### config.mk
export PLATFORM = sky130hd
export DESIGN_NAME = otter_pipe_stage
export DESIGN_NICKNAME = d
export VERILOG_FILES = /design/src/rtl/otter_pipe_stage.sv
export SDC_FILE = /design/constraint.sdc
export NUM_CORES = 1
export LEC_CHECK = 0
export CORE_ASPECT_RATIO = 1.1
export CORE_MARGIN = 2
export CORE_UTILIZATION = 24
export DETAILED_ROUTE_END_ITERATION = 16
export GPL_ROUTABILITY_DRIVEN = 0
export PLACE_DENSITY_LB_ADDON = 0.1
export SKIP_LAST_GASP = 1
export SYNTH_ARGS = -nofsm -noshare
export SYNTH_HDL_FRONTEND = slang
export SYNTH_SLANG_ARGS = --single-unit
### constraint.sdc
create_clock -name CLK -period 5.1 [get_ports CLK]
set_input_delay 1.275 -clock CLK [delete_from_list [all_inputs] [get_ports CLK]]
set_output_delay 1.275 -clock CLK [all_outputs]
set_load 0.02 [all_outputs]
### src/rtl/otter_pipe_stage.sv
// otter_pipe_stage: generic valid/ready inter-stage register with a 2-entry skid buffer.
// Define OTTER_PIPE_PERF_EN to build the stall/bubble performance counters.
module otter_pipe_stage #(
    parameter int               WIDTH        = 32,
    parameter logic [WIDTH-1:0] BUBBLE_VALUE = '0,
    parameter int               CNT_W        = 16
) (
    input  logic             CLK,
    input  logic             RST,
    input  logic             FLUSH,
    input  logic             STALL,
    input  logic             IN_VALID,
    output logic             IN_READY,
    input  logic [WIDTH-1:0] IN_DATA,
    output logic             OUT_VALID,
    input  logic             OUT_READY,
    output logic [WIDTH-1:0] OUT_DATA,
    output logic [1:0]       OCCUPANCY,
    input  logic             PERF_CLR,
    output logic [CNT_W-1:0] PERF_STALL_CNT,
    output logic [CNT_W-1:0] PERF_BUBBLE_CNT
);
    typedef enum logic [1:0] {EMPTY = 2'd0, ONE = 2'd1, FULL = 2'd2} state_t;

    state_t           state_q, state_d;
    logic [WIDTH-1:0] m_q, m_d, s_q, s_d;
    logic             accept, emit;

    // Handshake terms depend only on state and hazard inputs, never on OUT_READY.
    always_comb begin
        IN_READY  = RST & (state_q != FULL) & ~STALL & ~FLUSH;
        OUT_VALID = RST & (state_q != EMPTY) & ~STALL & ~FLUSH;
        OUT_DATA  = OUT_VALID ? m_q : BUBBLE_VALUE;
        OCCUPANCY = RST ? state_q : 2'd0;
        accept    = IN_VALID & IN_READY;
        emit      = OUT_VALID & OUT_READY;
        state_d   = state_q;
        m_d       = m_q;
        s_d       = s_q;
        if (FLUSH) begin
            state_d = EMPTY;
        end else begin
            case (state_q)
                EMPTY: if (accept) begin
                    state_d = ONE;
                    m_d     = IN_DATA;
                end
                ONE: if (accept && emit) begin
                    m_d = IN_DATA;
                end else if (accept) begin
                    state_d = FULL;
                    s_d     = IN_DATA;
                end else if (emit) begin
                    state_d = EMPTY;
                end
                FULL: if (emit) begin
                    state_d = ONE;
                    m_d     = s_q;
                end
                default: state_d = EMPTY;
            endcase
        end
    end

    always_ff @(posedge CLK) begin
        if (!RST) begin
            state_q <= EMPTY;
            m_q     <= BUBBLE_VALUE;
            s_q     <= BUBBLE_VALUE;
        end else begin
            state_q <= state_d;
            m_q     <= m_d;
            s_q     <= s_d;
        end
    end

`ifdef OTTER_PIPE_PERF_EN
    logic [CNT_W-1:0] stall_cnt_q, stall_cnt_d, bubble_cnt_q, bubble_cnt_d;

    // Saturating counters; clear wins over increment.
    always_comb begin
        stall_cnt_d  = PERF_CLR ? '0 : stall_cnt_q + CNT_W'(STALL & ~&stall_cnt_q);
        bubble_cnt_d = PERF_CLR ? '0 : bubble_cnt_q + CNT_W'(OUT_READY & ~OUT_VALID & ~&bubble_cnt_q);
    end

    always_ff @(posedge CLK) begin
        if (!RST) begin
            stall_cnt_q  <= '0;
            bubble_cnt_q <= '0;
        end else begin
            stall_cnt_q  <= stall_cnt_d;
            bubble_cnt_q <= bubble_cnt_d;
        end
    end

    assign PERF_STALL_CNT  = stall_cnt_q;
    assign PERF_BUBBLE_CNT = bubble_cnt_q;
`else
    logic perf_clr_unused;
    assign perf_clr_unused = PERF_CLR;
    assign PERF_STALL_CNT  = '0;
    assign PERF_BUBBLE_CNT = '0;
`endif
endmodule

## Word-level counts from Yosys, hierarchy flattened

Index checks and enable logic that the tools add are counted.

- Flip-flop bits (word level): 66
- Output and inout bits: 68
- Logic and storage cells: 43

- Equal/unequal tests: 8
- Mux-type cells: 12
- Bitwise gates (word level): 12
- Reductions and logical operators: 8

Operator list:

| cell | count |
|---|---|
| $mux W32 | 4 |
| $pmux W32 S3 | 1 |
| $mux W2 | 6 |
| $ne A2 B2 Y1 const B | 5 |
| $and A1 B1 Y1 | 8 |
| $reduce_and A4 Y1 | 2 |
| $pmux W2 S3 | 1 |
| $reduce_and A5 Y1 | 1 |
| $not A1 Y1 | 4 |
| $ne A3 B3 Y1 const B | 1 |
| $reduce_bool A3 Y1 | 1 |
| $eq A2 B1 Y1 const B | 1 |
| $eq A2 B2 Y1 const B | 1 |
| $logic_not A2 Y1 | 1 |
| $reduce_bool A2 Y1 | 1 |
| $reduce_or A2 Y1 | 1 |
| $logic_and A1 B1 Y1 | 1 |

## Logic depth before layout (Yosys ltp)

Gate-level depths: netlist (run 1).

- Depth after elaboration: 9
- Gate-level depth with buffers: 5
- Mapped depth without buffers: 3

## Least setup slack after synthesis (run 1)

No wires, ideal clock.

- Path type: in2out
- Start point: input port STALL
- End point: output port OUT_DATA[22]
- Arrival: 2515 ps
- Data required time: 3825 ps
- Setup slack: 1310 ps
- Cell stages on the path: 5
- Cell sequence: or3b_1 > clkbuf_1 > nor2_1 > buf_2 > and2_1

- Word-level cells in the longest chain between the ends: 4

RTL lines:

| element | RTL line | RTL |
|---|---|---|
| start, declared | 11 | `input logic STALL,` |
| $not A1 Y1 | 32 | `OUT_VALID = RST & (state_q != EMPTY) & ~STALL & ~FLUSH;` |
| $and A1 B1 Y1 (2 in a row) | 32 |  |
| via OUT_VALID | 15 | `output logic OUT_VALID,` |
| $mux W32 | 33 | `OUT_DATA = OUT_VALID ? m_q : BUBBLE_VALUE;` |
| end, declared | 17 | `output logic [WIDTH-1:0] OUT_DATA,` |

The timed path passes the listed nets, and every way through them passes these cells.

## Worst setup path after layout (run 1)

- Start point: input port FLUSH
- End point: output port OUT_DATA[19]

- Word-level cells in the longest chain between the ends: 3

RTL lines:

| element | RTL line | RTL |
|---|---|---|
| start, declared | 10 | `input logic FLUSH,` |
| $not A1 Y1 (no source line) | - |  |
| $and A1 B1 Y1 | 32 |  |
| $mux W32 | 33 |  |

No other way between the ends.

==> qor.csv, run 1 <==
metric,value,unit
synth.distinct_cells,27,
endpoint_kind,output pin,
place_ws,488,ps
async_flop_share,0,%
syn_area,3440,µm²
setup_viol,0,
slowest_delay,610,ps
cts_tree,done,
cts_resized,0,
irDropWorstVdd,0.114,mV
critPathTopFamily,buffers and inverters,
seq_area_frac_synth,38.4,%
placeableCoreArea,13900,µm²
routed_wl,8.95,mm
syn-instance-count,377,
dr_wl_met2,4.42,mm
hold_start,m_q[28],
ys_seq_elements,66,
cts.path.max_buffers,2,
status,"complete, no violations",
setup.worst_path.class,in2out,
cp_max_fo,26,
finalHoldViolCount,0,
highest_layer,met4,
port_buffers,73,
grtUsageTotal,12.0,%
n_antenna_cell,0,
dr.pass1.iters,4,
fin_skew,7.11,ps
p_total,1.20,mW
grt_pass1_vias,2702,
worst_hold_slack,449,ps
die_width,118,µm
slew-limit-headroom,34.9,%
fin_nets,477,
grt_max_degree,69,
overflow,0,
worstPathArrival,3300,ps
drt_iter0_drc,134,
worst_slew_pin_slew,975,ps
power_leakage,1.79,nW
critPathSlowestCell,clkdlybuf4s50_1,
final.setup.tns,0,ps
hold_class,reg2reg,
path_cells,"clkdlybuf4s50_1, or3b_1, nor2_2, buf_12, and2_1, clkdlybuf4s50_1",
startpoint_type,primary input,
wl_met1,4.03,mm
syn_avg_cell_area,9.12,µm²
dp_hpwl,5.35,mm
worstSetupStartpoint,FLUSH,
clk_latency,330,ps
fin_crit,4570,ps
place_area,4220,µm²
ios,107,
finalMaxSlewViolations,0,
via_count,2726,
numCtsBuffers,9,
worst-endpoint-required,3830,ps
r2r-start,state_q[1],
synth_edf_count,0,
synth_warnings,0,
ant_nets,0,
worst_slack,526,ps
power_density,269,nW/µm²
grt_setup_unrepaired,no,
maxCapViolCount,0,
antenna_found_initial,0,
grt_pass1_wl,14.2,mm
postCtsSetupRepairBufs,0,
crit_buf_inv,3,
cts_root_buf,clkbuf_16,
post-route-cell-area,4480,µm²
drc,0,
cts.sinks,66,
period_share,89.7,%
dieHeight,130,µm
rows,45,
syn2layout_area_growth,30.4,%
htree_levels,3,
initial_core_util,24.7,%
layout-drive-gt1-share,7.03,%
postCtsHoldBufs,0,
crit_top_cell,clkdlybuf4s50_1,
dieArea,15300,µm²
vias_per_cell,4.33,
wl_met3,375,µm
synth_ff_type,dfxtp_1,
max_freq,219,MHz
wl_per_cell,14.2,µm
path_clk_slew,50,ps
## synth_stat cells (2+ instances only)
| cell | instances | share of area (%) |
|---|---|---|
| mux2i_1 | 65 | 19 |
| buf_4 | 32 | 7.0 |
| o21ai_0 | 27 | 3.9 |
| nand2_1 | 32 | 3.5 |
| nor2_1 | 3 | 0.33 |
| nand3_1 | 32 | 4.7 |
| nand2b_1 | 2 | 0.36 |
| o21ai_1 | 6 | 0.87 |
| buf_2 | 7 | 1.0 |
| buf_12 | 3 | 1.7 |
| nor2b_1 | 2 | 0.36 |
| and2_1 | 35 | 6.4 |
| clkbuf_1 | 21 | 2.3 |
| a21boi_1 | 32 | 7.0 |
| dfxtp_1 | 66 | 38 |
## per-layer routing
layer | vias up | GRT usage (%)
met5 | - | 0
met1 | 1307 | 14.4
met4 | 0 | 4.82
met2 | 59 | 20.9
li1 | 1352 | -
met3 | 8 | 2.99
## placed cells by master (no fill, tap or decap), drive strengths merged
cell type,Yosys,final
mux2i,65,65
nor2,3,3
clkdlybuf4s50,0,72
or4b,1,1
o22ai,1,1
clkbuf,21,10
clkinv,0,4
nor4bb,1,1
nand2,32,32
nor2b,2,2
or3,1,1
nor3b,1,1
nand3b,1,1
o22a,1,1
conb,1,32
dfxtp,66,66
a21boi,32,32
nand2b,2,2
or3b,1,1
and2,35,35
xnor2,1,1
nand4bb,1,1
o21ai,33,33
buf,42,10
nand3,32,32
a21oi,1,1
## stage by stage
stage | instances | util, %
detailed placement | 615 | 30.4
floorplan | 408 | -
global route | 629 | 32.2
finish | 629 | 32.2
CTS | 629 | 32.2
global placement | 615 | 30.4
## final timing paths
| check | to | slack (ps) | depth (start not counted) |
|---|---|---|---|
| setup / recovery | OUT_DATA[19] | 530 | 6 |
| hold / removal | m_q[28] | 450 | 2 |
| setup reg to reg | s_q[27] | 3070 | 4 |
| hold reg to reg | m_q[28] | 450 | 2 |
## tightest hold or removal path, stage by stage, from the launching register on
cell and delay, ps:
dfxtp_1 300, nand2_1 50, mux2i_1 50
## state kept, by name, summed over array words and instances, names as in the netlist
signal   count
m_q         32
s_q         32
state_q      2
## cell families (layout without fill, tap and decap cells)
logic type      after synthesis  count (layout)  share of synthesized area (%)
flops                        66              66                           38.4
other cells                   1              32                          0.109
compound gates               68              68                           12.8
xor+xnor                      1               1                          0.255
simple gates                113             113                           17.5
buf+inv                      63              96                           12.0
mux                          65              65                           18.9
## final cells by class
type / count / area [µm²]
fillers: 1478 / 9420
multi-input cells: 279 / 1850
flip-flops and latches: 66 / 1320
repair buffers: 82 / 818
clock buffers: 10 / 239
well taps: 188 / 235
clock inverters: 4 / 20.0
## report_power, final
part | switching [mW] | internal [mW] | leakage [nW]
Clock | 0.213 | 0.333 | 0.134
Combinational | 0.0683 | 0.0531 | 1.12
Sequential | 0.00670 | 0.531 | 0.535
Total | 0.288 | 0.916 | 1.79
Note: power is estimated with default switching activity, not from simulation.
==> run 2: changes to the inputs <==
SETUP_SLACK_MARGIN = 0.4   (was default)
==> qor.csv, run 2 (same netlist as run 1, synthesis figures left out) <==
metric,value,unit,change
max_freq,219,MHz,about the same
path_cells,"clkdlybuf4s50_1, or3b_1, nor2_2, buf_12, and2_1, clkdlybuf4s50_1",,
clkPwrFrac,45.3,%,about the same
routed_wl,8.94,mm,about the same
initial_core_util,24.7,%,unchanged
period_share,89.7,%,about the same
layout_commonest_cell,clkdlybuf4s50_1,,
placeableCoreArea,13900,µm²,unchanged
p_comb_share,10.1,%,about the same
wl_per_cell,14.2,µm,about the same
finalMaxSlewViolations,0,,unchanged
slew-limit-headroom,35.0,%,+0.090 points
dieHeight,130,µm,unchanged
power_density,269,nW/µm²,about the same
p_total,1.21,mW,about the same
postCtsHoldBufs,0,,unchanged
switching_share,24.0,%,about the same
crit_buf_inv,3,,unchanged
dieArea,15300,µm²,unchanged
endpoint_kind,output pin,,
setup_viol,0,,unchanged
grtUsageTotal,12.0,%,unchanged
grt_pass1_vias,2702,,unchanged
die_width,118,µm,unchanged
slowest_delay,600,ps,about the same
clk_latency,330,ps,about the same
fin_nets,477,,unchanged
p_switching,0.289,mW,+0.11%
critPathTopFamily,buffers and inverters,,
grt_max_degree,69,,unchanged
crit_top_cell,clkdlybuf4s50_1,,
hold_class,reg2reg,,
overflow,0,,unchanged
postCtsSetupRepairBufs,0,,unchanged
final-seq-area,1320,µm²,unchanged
rows,45,,unchanged
drt_iter0_drc,139,,+3.7%
fillers,1478,,unchanged
ant_nets,0,,unchanged
cts_tree,done,,
maxCapViolCount,0,,unchanged
final_cell_mix,"71 x clkdlybuf4s50_1, 66 x dfxtp_1, 65 x mux2i_1",,
vias_per_cell,4.33,,-0.15%
top_regs,"m_q: 32 flops, s_q: 32 flops, state_q: 2 flops",,
cts.sinks,66,,unchanged
power_leakage,1.80,nW,+1.0%
fin_crit,4570,ps,+0.0920 ps
final.setup.tns,0,ps,unchanged
cts_root_buf,clkbuf_16,,
cts.path.max_buffers,2,,unchanged
fin_skew,7.31,ps,+0.203 ps
critPathSlowestCell,clkdlybuf4s50_1,,
syn2layout_area_growth,30.5,%,about the same
setup.worst_path.class,in2out,,
htree_levels,3,,unchanged
numCtsBuffers,9,,unchanged
final_cells,629,,unchanged
p_int,0.916,mW,about the same
finalHoldViolCount,0,,unchanged
cp_max_fo,26,,unchanged
post-route-cell-area,4490,µm²,about the same
irDropWorstVdd,0.114,mV,-0.28%
ios,107,,unchanged
power_frac_seq,44.6,%,about the same
dp_cells,615,,unchanged
n_antenna_cell,0,,unchanged
via_count,2722,,-0.15%
port_buffers,73,,unchanged
grt_pass1_wl,14.2,mm,unchanged
worst-endpoint-required,3830,ps,about the same
path_clk_slew,50,ps,about the same
grt_setup_unrepaired,no,,
worstPathArrival,3300,ps,about the same
multiInputGateArea,1850,µm²,unchanged
dp_hpwl,5.35,mm,unchanged
antenna_found_initial,0,,unchanged
worst_slew_pin_slew,973,ps,-1.34 ps
dr.pass1.iters,4,,unchanged
place_area,4220,µm²,unchanged
startpoint_type,primary input,,
layout-drive-gt1-share,7.03,%,unchanged
drc,0,,unchanged
status,"complete, no violations",,
==> run 2: changes by cell type in the layout (fill, tap and decap cells not counted), sizes merged <==
cell	before	now
clkdlybuf4s50	72	71
dlymetal6s2s	0	1
==> run 2: power by group through the flow <==
stage                     logic (mW)  registers [mW]  clock network (mW)
after floorplan               0.0919           0.546                   0
after global placement         0.123           0.549                   0
after detailed placement       0.123           0.549                   0
after CTS                      0.124           0.537               0.571
after global routing           0.133           0.539               0.594
final                          0.121           0.537               0.546
==> run 2: repair_timing <==
action                                  in CTS  in global routing
hold endpoints to repair                     0                  0
gates resized for setup                      0                  1
endpoints found under the setup margin       0                  1
==> run 2: path summary, 6_finish.rpt <==
path                                 start           end  slack, ps  depth (start not counted)
worst max-delay path                 FLUSH  OUT_DATA[21]        530                          6
worst max register to register  state_q[1]       s_q[27]       3080                          4
worst min-delay path               m_q[28]       m_q[28]        450                          2
worst min register to register     m_q[28]       m_q[28]        450                          2
==> run 2: tightest hold or removal path, delay by kind of cell, from the launching register on <==
kind / cells / cell delay [ps]
flops: 1 / 300
simple gates: 1 / 50
mux: 1 / 50
==> run 2: final cells by class <==
class                           count  share of cell area, %
Clock buffer                       10                   5.33
Tap cell                          188                   5.24
Timing Repair Buffer               82                   18.3
Multi-Input combinational cell    279                   41.2
Sequential cell                    66                   29.5
Clock inverter                      4                  0.446
==> run 2: metrics by stage <==
stage          utilization [%]  hold slack [ps]  setup WS [ps]
3_5_place_dp              30.4              441            488
3_3_place_gp              30.4              440            493
2_1_floorplan                -              430           1310
6_report                  32.3              449            526
5_1_grt                   32.3              471            403
4_1_cts                   32.2              455            480
==> run 2: metal layers <==
metal	track usage (%)	vias to the layer above	part of all wire (%)
li1	-	1353	-
met1	14.4	1302	45
met5	0	-	0
met2	20.9	59	49
met3	2.99	8	4.1
met4	4.82	0	1.3
==> run 3: changes to the inputs <==
RECOVER_POWER = 100   (was default)
==> qor.csv, run 3 (same netlist as run 1, synthesis figures left out) <==
metric,value,unit,change
grt_setup_unrepaired,no,,
dieArea,15300,µm²,unchanged
slowest_delay,1010,ps,+410 ps
drc,0,,unchanged
ios,107,,unchanged
power_leakage,1.88,nW,+4.3%
grtUsageTotal,12.0,%,unchanged
via_count,2722,,unchanged
cts.sinks,66,,unchanged
vias_per_cell,4.33,,unchanged
die_width,118,µm,unchanged
finalMaxSlewViolations,0,,unchanged
worst-endpoint-required,3830,ps,about the same
fin_crit,4680,ps,+101 ps
htree_levels,3,,unchanged
n_antenna_cell,0,,unchanged
status,"complete, but fails checks",,
violations,capacitance limit,,
max_freq,214,MHz,-2.2%
cp_max_fo,68,,+160%
overflow,0,,unchanged
dp_hpwl,5.35,mm,unchanged
setup.worst_path.class,in2out,,
critPathSlowestCell,clkbuf_2,,
endpoint_kind,output pin,,
grt_pass1_wl,14.2,mm,unchanged
worst_slew_pin_slew,1430,ps,+456 ps
final_cells,629,,unchanged
dp_cells,615,,unchanged
dr.pass1.iters,4,,unchanged
setup_viol,0,,unchanged
wl_per_cell,14.2,µm,-0.10%
antenna_found_initial,0,,unchanged
hold_class,reg2reg,,
dieHeight,130,µm,unchanged
syn2layout_area_growth,29.4,%,
crit_buf_inv,3,,unchanged
grt_pass1_vias,2702,,unchanged
path_cells,"clkbuf_1, clkbuf_2, and2_1, dlygate4sd3_1",,
cts.path.max_buffers,2,,unchanged
drt_iter0_drc,158,,+14%
maxCapViolCount,1,,+1
clk_latency,330,ps,about the same
initial_core_util,24.7,%,unchanged
power_density,270,nW/µm²,+0.63%
finalHoldViolCount,0,,unchanged
port_buffers,73,,unchanged
critPathTopFamily,buffers and inverters,,
ant_nets,0,,unchanged
final.setup.tns,0,ps,unchanged
fin_nets,477,,unchanged
final_cell_mix,"66 x dfxtp_1, 65 x mux2i_1, 36 x clkdlybuf4s50_1",,
slew-limit-headroom,4.17,%,-31 points
top_regs,"m_q: 32 flops, s_q: 32 flops, state_q: 2 flops",,
irDropWorstVdd,0.114,mV,+0.28%
period_share,91.7,%,+2.0 points
path_clk_slew,50,ps,about the same
routed_wl,8.93,mm,-0.10%
rows,45,,unchanged
layout-drive-gt1-share,6.35,%,-0.68 points
grt_max_degree,69,,unchanged
cts_tree,done,,
fin_skew,6.94,ps,-0.369 ps
layout_commonest_cell,dfxtp_1,,
worstPathArrival,3400,ps,+100 ps
numCtsBuffers,9,,unchanged
cts_root_buf,clkbuf_16,,
placeableCoreArea,13900,µm²,unchanged
startpoint_type,primary input,,
run 3: cell type report:
type | instances | area [µm²]
clock inverter | 4 | 20.0
sequential | 66 | 1320
fill | 1482 | 9460
multi-input combinational | 279 | 1840
clock buffer | 10 | 239
tap | 188 | 235
timing repair buffer | 82 | 793
run 3: layer usage:
metal	vias up	GRT usage, %	routed length, µm
met3	8	2.99	381
met5	-	0	0
met2	61	20.9	4420
met1	1306	14.4	4010
li1	1347	-	-
met4	0	4.82	119
run 3: final timing paths:
path,from,to,slack [ps],depth (start not counted)
setup / recovery,RST,OCCUPANCY[1],420,4
hold / removal,m_q[28],m_q[28],450,2
setup reg to reg,state_q[1],s_q[15],2630,3
hold reg to reg,m_q[28],m_q[28],450,2
run 3: report_power, final:
group / switching, mW / total (mW) / leakage (nW) / internal [mW]
Combinational: 0.0680 / 0.120 / 1.21 / 0.0517
Sequential: 0.00660 / 0.537 / 0.535 / 0.531
Clock: 0.213 / 0.546 / 0.134 / 0.333
run 3: repair_timing:
action	CTS	global route
buffers inserted	0	0
hold buffers	0	0
gates resized for setup	0	1
setup endpoints to repair	0	1
run 3: worst reg2reg max path, cell delays in order (launching register included):
cell and delay [ps]:
dfxtp_1 400, nand4bb_1 1220, o21ai_0 580, a21boi_0 140
run 3: per-stage QoR:
step                utilization, %  total power [mW]  cell area [µm²]  hold WS, ps  worst slack, ps
floorplan                        -             0.638             3550          430             1310
global placement              30.4             0.671             4220          440              493
detailed placement            30.4             0.672             4220          441              488
CTS                           32.2              1.23             4480          455              480
global route                  32.0              1.26             4450          471              228
finish                        32.0              1.20             4450          450              424
